File: src/rtl/avalon_wb_bridge_pkg.sv
// Shared constants and state encodings for the Avalon-MM to Wishbone burst bridge.
package avalon_wb_bridge_pkg;

  // Wishbone cycle type identifiers
  localparam logic [2:0] CTI_CLASSIC = 3'b000;
  localparam logic [2:0] CTI_INC     = 3'b010;
  localparam logic [2:0] CTI_EOB     = 3'b111;

  // Wishbone burst type extension: only linear bursts are generated
  localparam logic [1:0] BTE_LINEAR  = 2'b00;

  // Avalon response codes
  localparam logic [1:0] RESP_OKAY   = 2'b00;
  localparam logic [1:0] RESP_SLVERR = 2'b10;

  // Bridge control states
  typedef enum logic [1:0] {
    IDLE  = 2'd0,
    READ  = 2'd1,
    WRITE = 2'd2
  } bridgeState_e;

endpackage

File: src/rtl/wb_burst_addr_gen.sv
// Beat counter and incrementing address generator for one Wishbone burst.
// A load captures the base address and beat count (a count of zero means one
// beat); each step advances the address by one data word and retires a beat.
module wb_burst_addr_gen
  import avalon_wb_bridge_pkg::*;
#(
  parameter int AW  = 32,
  parameter int DW  = 32,
  parameter int BCW = 8
) (
  input  logic           clk,
  input  logic           rst,
  input  logic           load_i,
  input  logic [AW-1:0]  base_i,
  input  logic [BCW-1:0] count_i,
  input  logic           step_i,
  output logic [AW-1:0]  adr_o,
  output logic           last_o
);

  localparam logic [AW-1:0] STRIDE = AW'(DW / 8);

  logic [AW-1:0]  adr_q, adr_d;
  logic [BCW-1:0] remaining_q, remaining_d;

  // Next address/count: load wins over step; address wraps modulo 2^AW
  always_comb begin
    adr_d       = adr_q;
    remaining_d = remaining_q;
    if (load_i) begin
      adr_d       = base_i;
      remaining_d = (count_i == '0) ? BCW'(1) : count_i;
    end else if (step_i) begin
      adr_d       = adr_q + STRIDE;
      remaining_d = remaining_q - BCW'(1);
    end
  end

  // Address and beat counter registers
  always_ff @(posedge clk) begin
    if (rst) begin
      adr_q       <= '0;
      remaining_q <= '0;
    end else begin
      adr_q       <= adr_d;
      remaining_q <= remaining_d;
    end
  end

  assign adr_o  = adr_q;
  assign last_o = (remaining_q <= BCW'(1));

endmodule

File: src/rtl/avalon_to_wb_burst_bridge.sv
// Avalon-MM slave to Wishbone B3 master bridge with incrementing bursts.
// Reads are accepted immediately from IDLE and return registered data; writes
// stall in IDLE and then pass each beat straight through, releasing
// waitrequest in the same cycle the slave acknowledges it.
module avalon_to_wb_burst_bridge
  import avalon_wb_bridge_pkg::*;
#(
  parameter int DW  = 32,
  parameter int AW  = 32,
  parameter int BCW = 8
) (
  input  logic            clk,
  input  logic            rst,
  input  logic [AW-1:0]   avm_address_i,
  input  logic [DW/8-1:0] avm_byteenable_i,
  input  logic            avm_read_i,
  input  logic            avm_write_i,
  input  logic [BCW-1:0]  avm_burstcount_i,
  input  logic [DW-1:0]   avm_writedata_i,
  output logic            avm_waitrequest_o,
  output logic [DW-1:0]   avm_readdata_o,
  output logic            avm_readdatavalid_o,
  output logic [1:0]      avm_response_o,
  output logic [AW-1:0]   wbm_adr_o,
  output logic [DW-1:0]   wbm_dat_o,
  output logic [DW/8-1:0] wbm_sel_o,
  output logic            wbm_we_o,
  output logic            wbm_cyc_o,
  output logic            wbm_stb_o,
  output logic [2:0]      wbm_cti_o,
  output logic [1:0]      wbm_bte_o,
  input  logic [DW-1:0]   wbm_dat_i,
  input  logic            wbm_ack_i,
  input  logic            wbm_err_i,
  input  logic            wbm_rty_i
);

  bridgeState_e state_q, state_d;

  logic [DW/8-1:0] be_q, be_d;
  logic [DW-1:0]   rdData_q, rdData_d;
  logic [1:0]      rdResp_q, rdResp_d;
  logic            rdValid_q, rdValid_d;

  logic            loadAddr;
  logic            stepAddr;
  logic            lastBeat;
  logic            beatDone;

  // A beat completes on ack or err; a retry never completes it
  assign beatDone = (wbm_ack_i | wbm_err_i) & ~wbm_rty_i;

  wb_burst_addr_gen #(
    .AW  (AW),
    .DW  (DW),
    .BCW (BCW)
  ) addrGen (
    .clk     (clk),
    .rst     (rst),
    .load_i  (loadAddr),
    .base_i  (avm_address_i),
    .count_i (avm_burstcount_i),
    .step_i  (stepAddr),
    .adr_o   (wbm_adr_o),
    .last_o  (lastBeat)
  );

  // Next-state logic and all combinational bus outputs
  always_comb begin
    state_d           = state_q;
    be_d              = be_q;
    rdData_d          = rdData_q;
    rdResp_d          = rdResp_q;
    rdValid_d         = 1'b0;
    loadAddr          = 1'b0;
    stepAddr          = 1'b0;
    avm_waitrequest_o = 1'b1;
    avm_response_o    = rdResp_q;
    wbm_cyc_o         = 1'b0;
    wbm_stb_o         = 1'b0;
    wbm_we_o          = 1'b0;
    wbm_sel_o         = '0;
    wbm_dat_o         = '0;
    wbm_cti_o         = CTI_CLASSIC;
    wbm_bte_o         = BTE_LINEAR;

    case (state_q)
      IDLE: begin
        if (avm_read_i) begin
          avm_waitrequest_o = 1'b0;
          loadAddr          = 1'b1;
          be_d              = avm_byteenable_i;
          state_d           = READ;
        end else if (avm_write_i) begin
          loadAddr = 1'b1;
          state_d  = WRITE;
        end
      end

      READ: begin
        wbm_cyc_o = 1'b1;
        wbm_stb_o = 1'b1;
        wbm_sel_o = be_q;
        wbm_cti_o = lastBeat ? CTI_EOB : CTI_INC;
        if (beatDone) begin
          stepAddr  = 1'b1;
          rdData_d  = wbm_dat_i;
          rdResp_d  = wbm_err_i ? RESP_SLVERR : RESP_OKAY;
          rdValid_d = 1'b1;
          if (lastBeat) begin
            state_d = IDLE;
          end
        end
      end

      WRITE: begin
        wbm_cyc_o         = 1'b1;
        wbm_stb_o         = avm_write_i;
        wbm_we_o          = avm_write_i;
        wbm_sel_o         = avm_byteenable_i;
        wbm_dat_o         = avm_writedata_i;
        wbm_cti_o         = lastBeat ? CTI_EOB : CTI_INC;
        avm_waitrequest_o = ~beatDone;
        avm_response_o    = wbm_err_i ? RESP_SLVERR : RESP_OKAY;
        if (avm_write_i && beatDone) begin
          stepAddr = 1'b1;
          if (lastBeat) begin
            state_d = IDLE;
          end
        end
      end

      default: begin
        state_d = IDLE;
      end
    endcase
  end

  // State, latched byteenable and registered read-return path
  always_ff @(posedge clk) begin
    if (rst) begin
      state_q   <= IDLE;
      be_q      <= '0;
      rdData_q  <= '0;
      rdResp_q  <= RESP_OKAY;
      rdValid_q <= 1'b0;
    end else begin
      state_q   <= state_d;
      be_q      <= be_d;
      rdData_q  <= rdData_d;
      rdResp_q  <= rdResp_d;
      rdValid_q <= rdValid_d;
    end
  end

  assign avm_readdata_o      = rdData_q;
  assign avm_readdatavalid_o = rdValid_q;

endmodule
File: config.mk
export PLATFORM = sky130hd
export DESIGN_NAME = avalon_to_wb_burst_bridge
export DESIGN_NICKNAME = d
export VERILOG_FILES = /design/src/rtl/avalon_wb_bridge_pkg.sv /design/src/rtl/wb_burst_addr_gen.sv /design/src/rtl/avalon_to_wb_burst_bridge.sv
export SDC_FILE = /design/constraint.sdc
export NUM_CORES = 1
export LEC_CHECK = 0
export CAP_MARGIN = 15
export CORE_MARGIN = 3
export CORE_UTILIZATION = 41
export DETAILED_ROUTE_END_ITERATION = 10
export DONT_BUFFER_PORTS = 1
export GPL_TIMING_DRIVEN = 0
export SLEW_MARGIN = 40
export SYNTH_ARGS = -nofsm -noshare
export SYNTH_HDL_FRONTEND = slang
export SYNTH_HIERARCHICAL = 1
export SYNTH_SLANG_ARGS = --single-unit
File: constraint.sdc
create_clock -name clk -period 2.5 [get_ports clk]
set_input_delay 0.5 -clock clk [delete_from_list [all_inputs] [get_ports clk]]
set_output_delay 0.5 -clock clk [all_outputs]
set_load 0.02 [all_outputs]
# After elaboration in Yosys (flattened, before gate mapping)

Index checks and enable logic that the tools add are counted.

Flip-flop bits (word level): 81
Input bits: 115
Output and inout port bits: 112
Word-level logic and storage cells: 57

Add/subtract/negate cells: 2
$lt $le $gt $ge: 1
Equality and inequality tests: 5
Multiplexer cells: 28
Bitwise operators: 5
Reductions and logical operators: 9

Operator list:

| cell                    | number |
|---|---|
| $mux W32                | 3 |
| $add A32 B3 Y32 const B | 1 |
| $mux W8                 | 3 |
| $mux W2                 | 7 |
| $le A8 B1 Y1 const B    | 1 |
| $logic_not A8 Y1        | 1 |
| $mux W1                 | 8 |
| $pmux W4 S2             | 1 |
| $sub A8 B1 Y8 const B   | 1 |
| $mux W3                 | 2 |
| $pmux W1 S2             | 3 |
| $pmux W2 S3             | 1 |
| $ne A2 B2 Y1 const B    | 2 |
| $reduce_and A2 Y1       | 2 |
| $reduce_or A2 Y1        | 2 |
| $ne A3 B3 Y1 const B    | 1 |
| $not A1 Y1              | 3 |
| $reduce_and A3 Y1       | 1 |
| $eq A2 B1 Y1 const B    | 1 |
| $eq A2 B2 Y1 const B    | 1 |
| $logic_not A2 Y1        | 1 |
| $reduce_bool A2 Y1      | 1 |
| $and A1 B1 Y1           | 1 |
| $logic_and A1 B1 Y1     | 1 |
| $or A1 B1 Y1            | 1 |

# Depth between registers and ports, before layout

Word-level depth: 7
Mapped depth: 10
Mapped depth without buffers: 9

# Hierarchy

Netlist, hierarchy kept.

Modules (own cells, without submodules):

| module                    | times used | cells each | area an instance (µm²) | seq. area each (µm²) |
|---|---|---|---|---|
| wb_burst_addr_gen         | 1          | 285        | 2,269.7                | 800.8 |
| avalon_to_wb_burst_bridge | 1          | 245        | 1,848.0                | 800.8 |

# Least setup slack after synthesis

Ideal clock, no wire load.

Path kind: reg2reg
Start point: reg state_q[0]
End point: reg addrGen.adr_q[27] (netlist: addrGen/adr_o[27])
Library setup time: 0.112 ns
Data arrival time: 2.794 ns
Data required time: 2.388 ns
Slack: -0.406 ns
Stages on the path, launching flop included: 10
Buffers on the path: 1
Period minus slack after synthesis: 2.906 ns
Cell sequence: dfxtp_1 inv_1 ha_1 o21a_1 and2_1 nand4_1 or4_4 buf_6 or3_1 a2111oi_1

Word-level cells in the longest chain between the ends: 3
Elaborated cells between the ends (all ways): 7
Classes of those cells: eq/ne (2); mux (3); reduce/logical (2)

Ends and longest elaborated chain:

| what                                                | line                             | source |
|---|---|---|
| start: declaration                                  | avalon_to_wb_burst_bridge.sv:38  | `bridgeState_e state_q, state_d;` |
| start signal: assignment                            | avalon_to_wb_burst_bridge.sv:148 | `state_q <= state_d;` |
| $eq A2 B2 Y1 / $eq A2 B1 Y1 (equally long branches) | avalon_to_wb_burst_bridge.sv:87  | `case (state_q)` |
| $pmux W1 S2 *                                       | avalon_to_wb_burst_bridge.sv:87  |  |
| named net stepAddr                                  | avalon_to_wb_burst_bridge.sv:46  | `logic stepAddr;` |
| $reduce_bool A2 Y1 (no line) *                      | n/a                              |  |
| end signal: assignment                              | wb_burst_addr_gen.sv:45          | `adr_q <= adr_d;` |
| end: declaration                                    | wb_burst_addr_gen.sv:23          | `logic [AW-1:0] adr_q, adr_d;` |

The timed path passes the listed nets; every way through them passes the cells marked *.
A chain may end at the register's enable or synchronous reset.

# Worst setup path in the final report

Same ends and word-level chain as after synthesis.

==> flow_metrics.env <==
export IMPL_die_x_um=106
export IMPL_syn_inst=530
export IMPL_route_vias_total=3960
export IMPL_crit_cells=9
export IMPL_drt_wl_total_um=14000
export IMPL_via_per_inst=5.77
export IMPL_max_freq_mhz=377
export IMPL_place_gp_congestion=0.834
export IMPL_worstSetupEndpointType="flop"
export IMPL_crit_family="simple AND/OR/NAND/NOR gates"
export IMPL_seq_area_frac_synth=0.389
export IMPL_synth_edf_count=0
export IMPL_grt_start_max_net_pins=16
export IMPL_layout_setup_ws_ns=-0.154
export IMPL_cts_buffers_inserted=9
export IMPL_cts_path_max_buffers=2
export IMPL_drt_antenna_violating_nets=0
export IMPL_grt_pass1_wl_um=20900
export IMPL_critPathKind="reg2reg"
export IMPL_crit_path_max_fanout=7
export IMPL_max_cap_violations=0
export IMPL_ys_warn_count=6
export IMPL_drv_slew=0
export IMPL_dpl_worst_slack_ns=-0.371
export IMPL_critPathRequiredTime_ns=2.76
export IMPL_cts_htree_levels=3
export IMPL_hp_class="in2reg"
export IMPL_grt_overflow_total=0
export IMPL_critPathSlowestCell="or4_4"
export IMPL_layout_commonest_cell="nand2_1"
export IMPL_place_area_um2=4340
export IMPL_cts_root_buf="clkbuf_8"
export IMPL_setup_viol=10
export IMPL_rows=35
export IMPL_fin_skew_ns=0.0132
export IMPL_final_cells=686
export IMPL_ctsHoldBuffers=0
export IMPL_drc=0
export IMPL_finalCritPeriodShare=1.06
export IMPL_syn_avg_cell_area_um2=7.77
export IMPL_clkSinkCount=80
export IMPL_finalCriticalPeriod_ns=2.65
export IMPL_drt_initial_drc_count=246
export IMPL_antenna_found_initial=0
export IMPL_critPathMostFrequentCell="and2_4"
export IMPL_hold_depth=2
export IMPL_p_total_mw=4.89
export IMPL_syn2layout_area_growth_pct=20.2
export IMPL_cpPeakStageDelay_ns=0.54
export IMPL_synth_ff_type="dfxtp_1"
export IMPL_tightest_slew_ns=0.943
export IMPL_design_area_um2=4950
export IMPL_dieHeight_um=106
export IMPL_dieArea_um2=11300
export IMPL_num_antenna_cells=0
export IMPL_synth_seq_cells=80
export IMPL_hpwl_um=10600
export IMPL_cts_tree="yes"
export IMPL_rsz0062_at_grt="true"
export IMPL_clk_latency_ns=0.36
export IMPL_violations="setup timing"
export IMPL_crit_arrival_ns=2.92
export IMPL_clk_pin_slew_ns=0.10
export IMPL_dp_cells=661
export IMPL_synthArstFlopShare=0
export IMPL_hold_viol=0
export IMPL_slew_headroom=0.371
export IMPL_io_pins=227
export IMPL_status="finished, violations left"
export IMPL_path_buf_inv=1
export IMPL_path_cells="inv_4 > ha_4 > and2_4 > o21a_4 > and2_4 > nand4_1 > or4_4 > or3_4 > a2111oi_4"
export IMPL_io_buffers=0
export IMPL_powerDensity_nw_per_um2=988
export IMPL_grt_pass1_vias=3818
export IMPL_core_area_um2=9500
export IMPL_ir_worst_vdd_uv=414
export IMPL_ff_latch_area_um2=1610
export IMPL_start_kind="flop"
export IMPL_finalSetupTns_ns=-0.343
export IMPL_dr_pass1_iters=4
export IMPL_worstRegToRegCells=9
export IMPL_fill_cells=935
export IMPL_start_util=0.433
export IMPL_routedWlPerCell_um=20.4
export IMPL_ys_types=47
export IMPL_layout_common_cells="96 x nand2_1, 77 x dfxtp_1, 44 x a21oi_1"
export IMPL_nets=673
export IMPL_grt_usage=0.236
export IMPL_synth_area_um2=4120
export IMPL_power_leakage_nw=1.75
export IMPL_multi_input_area_um2=2580
export IMPL_drive_above_1_share=0.172
## per-stage QoR
stage / util / hold WS, ns
floorplan: - / 0.434
global placement: 0.456 / 0.442
detailed placement: 0.456 / 0.456
CTS: 0.506 / 0.249
global route: 0.521 / 0.250
finish: 0.521 / 0.262
## per-layer routing
layer / vias to the layer above / track usage / part of all wire
met2: 185 / 0.410 / 0.51
met1: 1860 / 0.276 / 0.38
met3: 27 / 0.0644 / 0.087
met5: - / 0 / 0
met4: 0 / 0.0851 / 0.027
li1: 1888 / - / -
## synthesized netlist by cell type, types with 3 or more instances
| library cell | n | area (um2) |
|---|---|---|
| a2111oi_0 | 8 | 70.1 |
| a211oi_1 | 19 | 143 |
| a21oi_1 | 44 | 220 |
| a22oi_1 | 4 | 30.0 |
| a311oi_1 | 7 | 61.3 |
| and2_1 | 38 | 238 |
| and4_1 | 6 | 52.6 |
| buf_1 | 6 | 22.5 |
| buf_2 | 7 | 35.0 |
| buf_4 | 5 | 37.5 |
| clkbuf_1 | 24 | 90.1 |
| dfxtp_1 | 80 | 1600 |
| ha_1 | 6 | 75.1 |
| inv_1 | 17 | 63.8 |
| mux2i_1 | 3 | 30.0 |
| nand2_1 | 96 | 360 |
| nand3_1 | 12 | 60.1 |
| nand4_1 | 10 | 62.6 |
| nor2_1 | 43 | 161 |
| nor2b_1 | 7 | 43.8 |
| nor3_1 | 11 | 55.1 |
| nor4_1 | 12 | 75.1 |
| nor4b_1 | 3 | 26.3 |
| o211ai_1 | 3 | 22.5 |
| o21ai_0 | 7 | 35.0 |
| o31ai_1 | 3 | 22.5 |
| or3_1 | 6 | 37.5 |
| xnor2_1 | 15 | 131 |
| xor2_1 | 5 | 43.8 |
## cells by family (layout without fill, tap and decap cells)
family / Yosys count / in the layout / synth area share
buf+inv: 60 / 85 / 0.0632
mux: 4 / 4 / 0.0100
flops: 80 / 80 / 0.389
fa+ha+maj: 6 / 6 / 0.0182
xor+xnor: 20 / 20 / 0.0425
compound gates: 104 / 104 / 0.167
simple gates: 255 / 255 / 0.310
other cells: 1 / 3 / 0.000911
## worst paths after layout
check / startpoint / endpoint / slack (ns)
worst min register to register: be_q[2]$_SDFFE_PP0P_ / be_q[2]$_SDFFE_PP0P_ / 0.47
worst max-delay path: state_q[0]$_SDFFE_PP0P_ / addrGen/adr_o[27]$_SDFFE_PP0N_ / -0.15
worst max register to register: state_q[0]$_SDFFE_PP0P_ / addrGen/adr_o[27]$_SDFFE_PP0N_ / -0.15
worst min-delay path: wbm_dat_i[29] / avm_readdata_o[29]$_SDFFE_PP0P_ / 0.26
## timing repair
action | 4_1_cts | 5_1_grt
buffers inserted | 9 | 2
endpoints found under the setup margin | 44 | 55
pin swaps | 15 | 7
gates resized for setup | 45 | 29
## state kept, by name, summed over array words and instances, names as in the netlist
signal and cells:
avm_readdatavalid_o 1, addrGen/remaining_q 8, be_q 4, addrGen/adr_o 32
state_q 2, rdResp_q 1, avm_readdata_o 32
## power breakdown
part / total, mW / switching [mW] / internal, mW
Combinational: 1.47 / 0.910 / 0.559
Clock: 1.15 / 0.542 / 0.606
Sequential: 2.27 / 0.697 / 1.58
## cell type report
type | count | area share
tap | 129 | 0.0326
buffer | 41 | 0.0414
sequential | 80 | 0.325
clock buffer | 10 | 0.0278
inverter | 17 | 0.0139
clock inverter | 6 | 0.0197
multi-input combinational | 392 | 0.522
timing repair buffer | 11 | 0.0182
## worst register-to-register path, delay by kind of cell, from the launching register on
kind,cells,cell delay [ns]
compound gates,2,0.53
fa+ha+maj,1,0.16
buf+inv,1,0.08
flops,1,0.35
simple gates,5,1.44
Note: power is estimated with default switching activity, not from simulation.
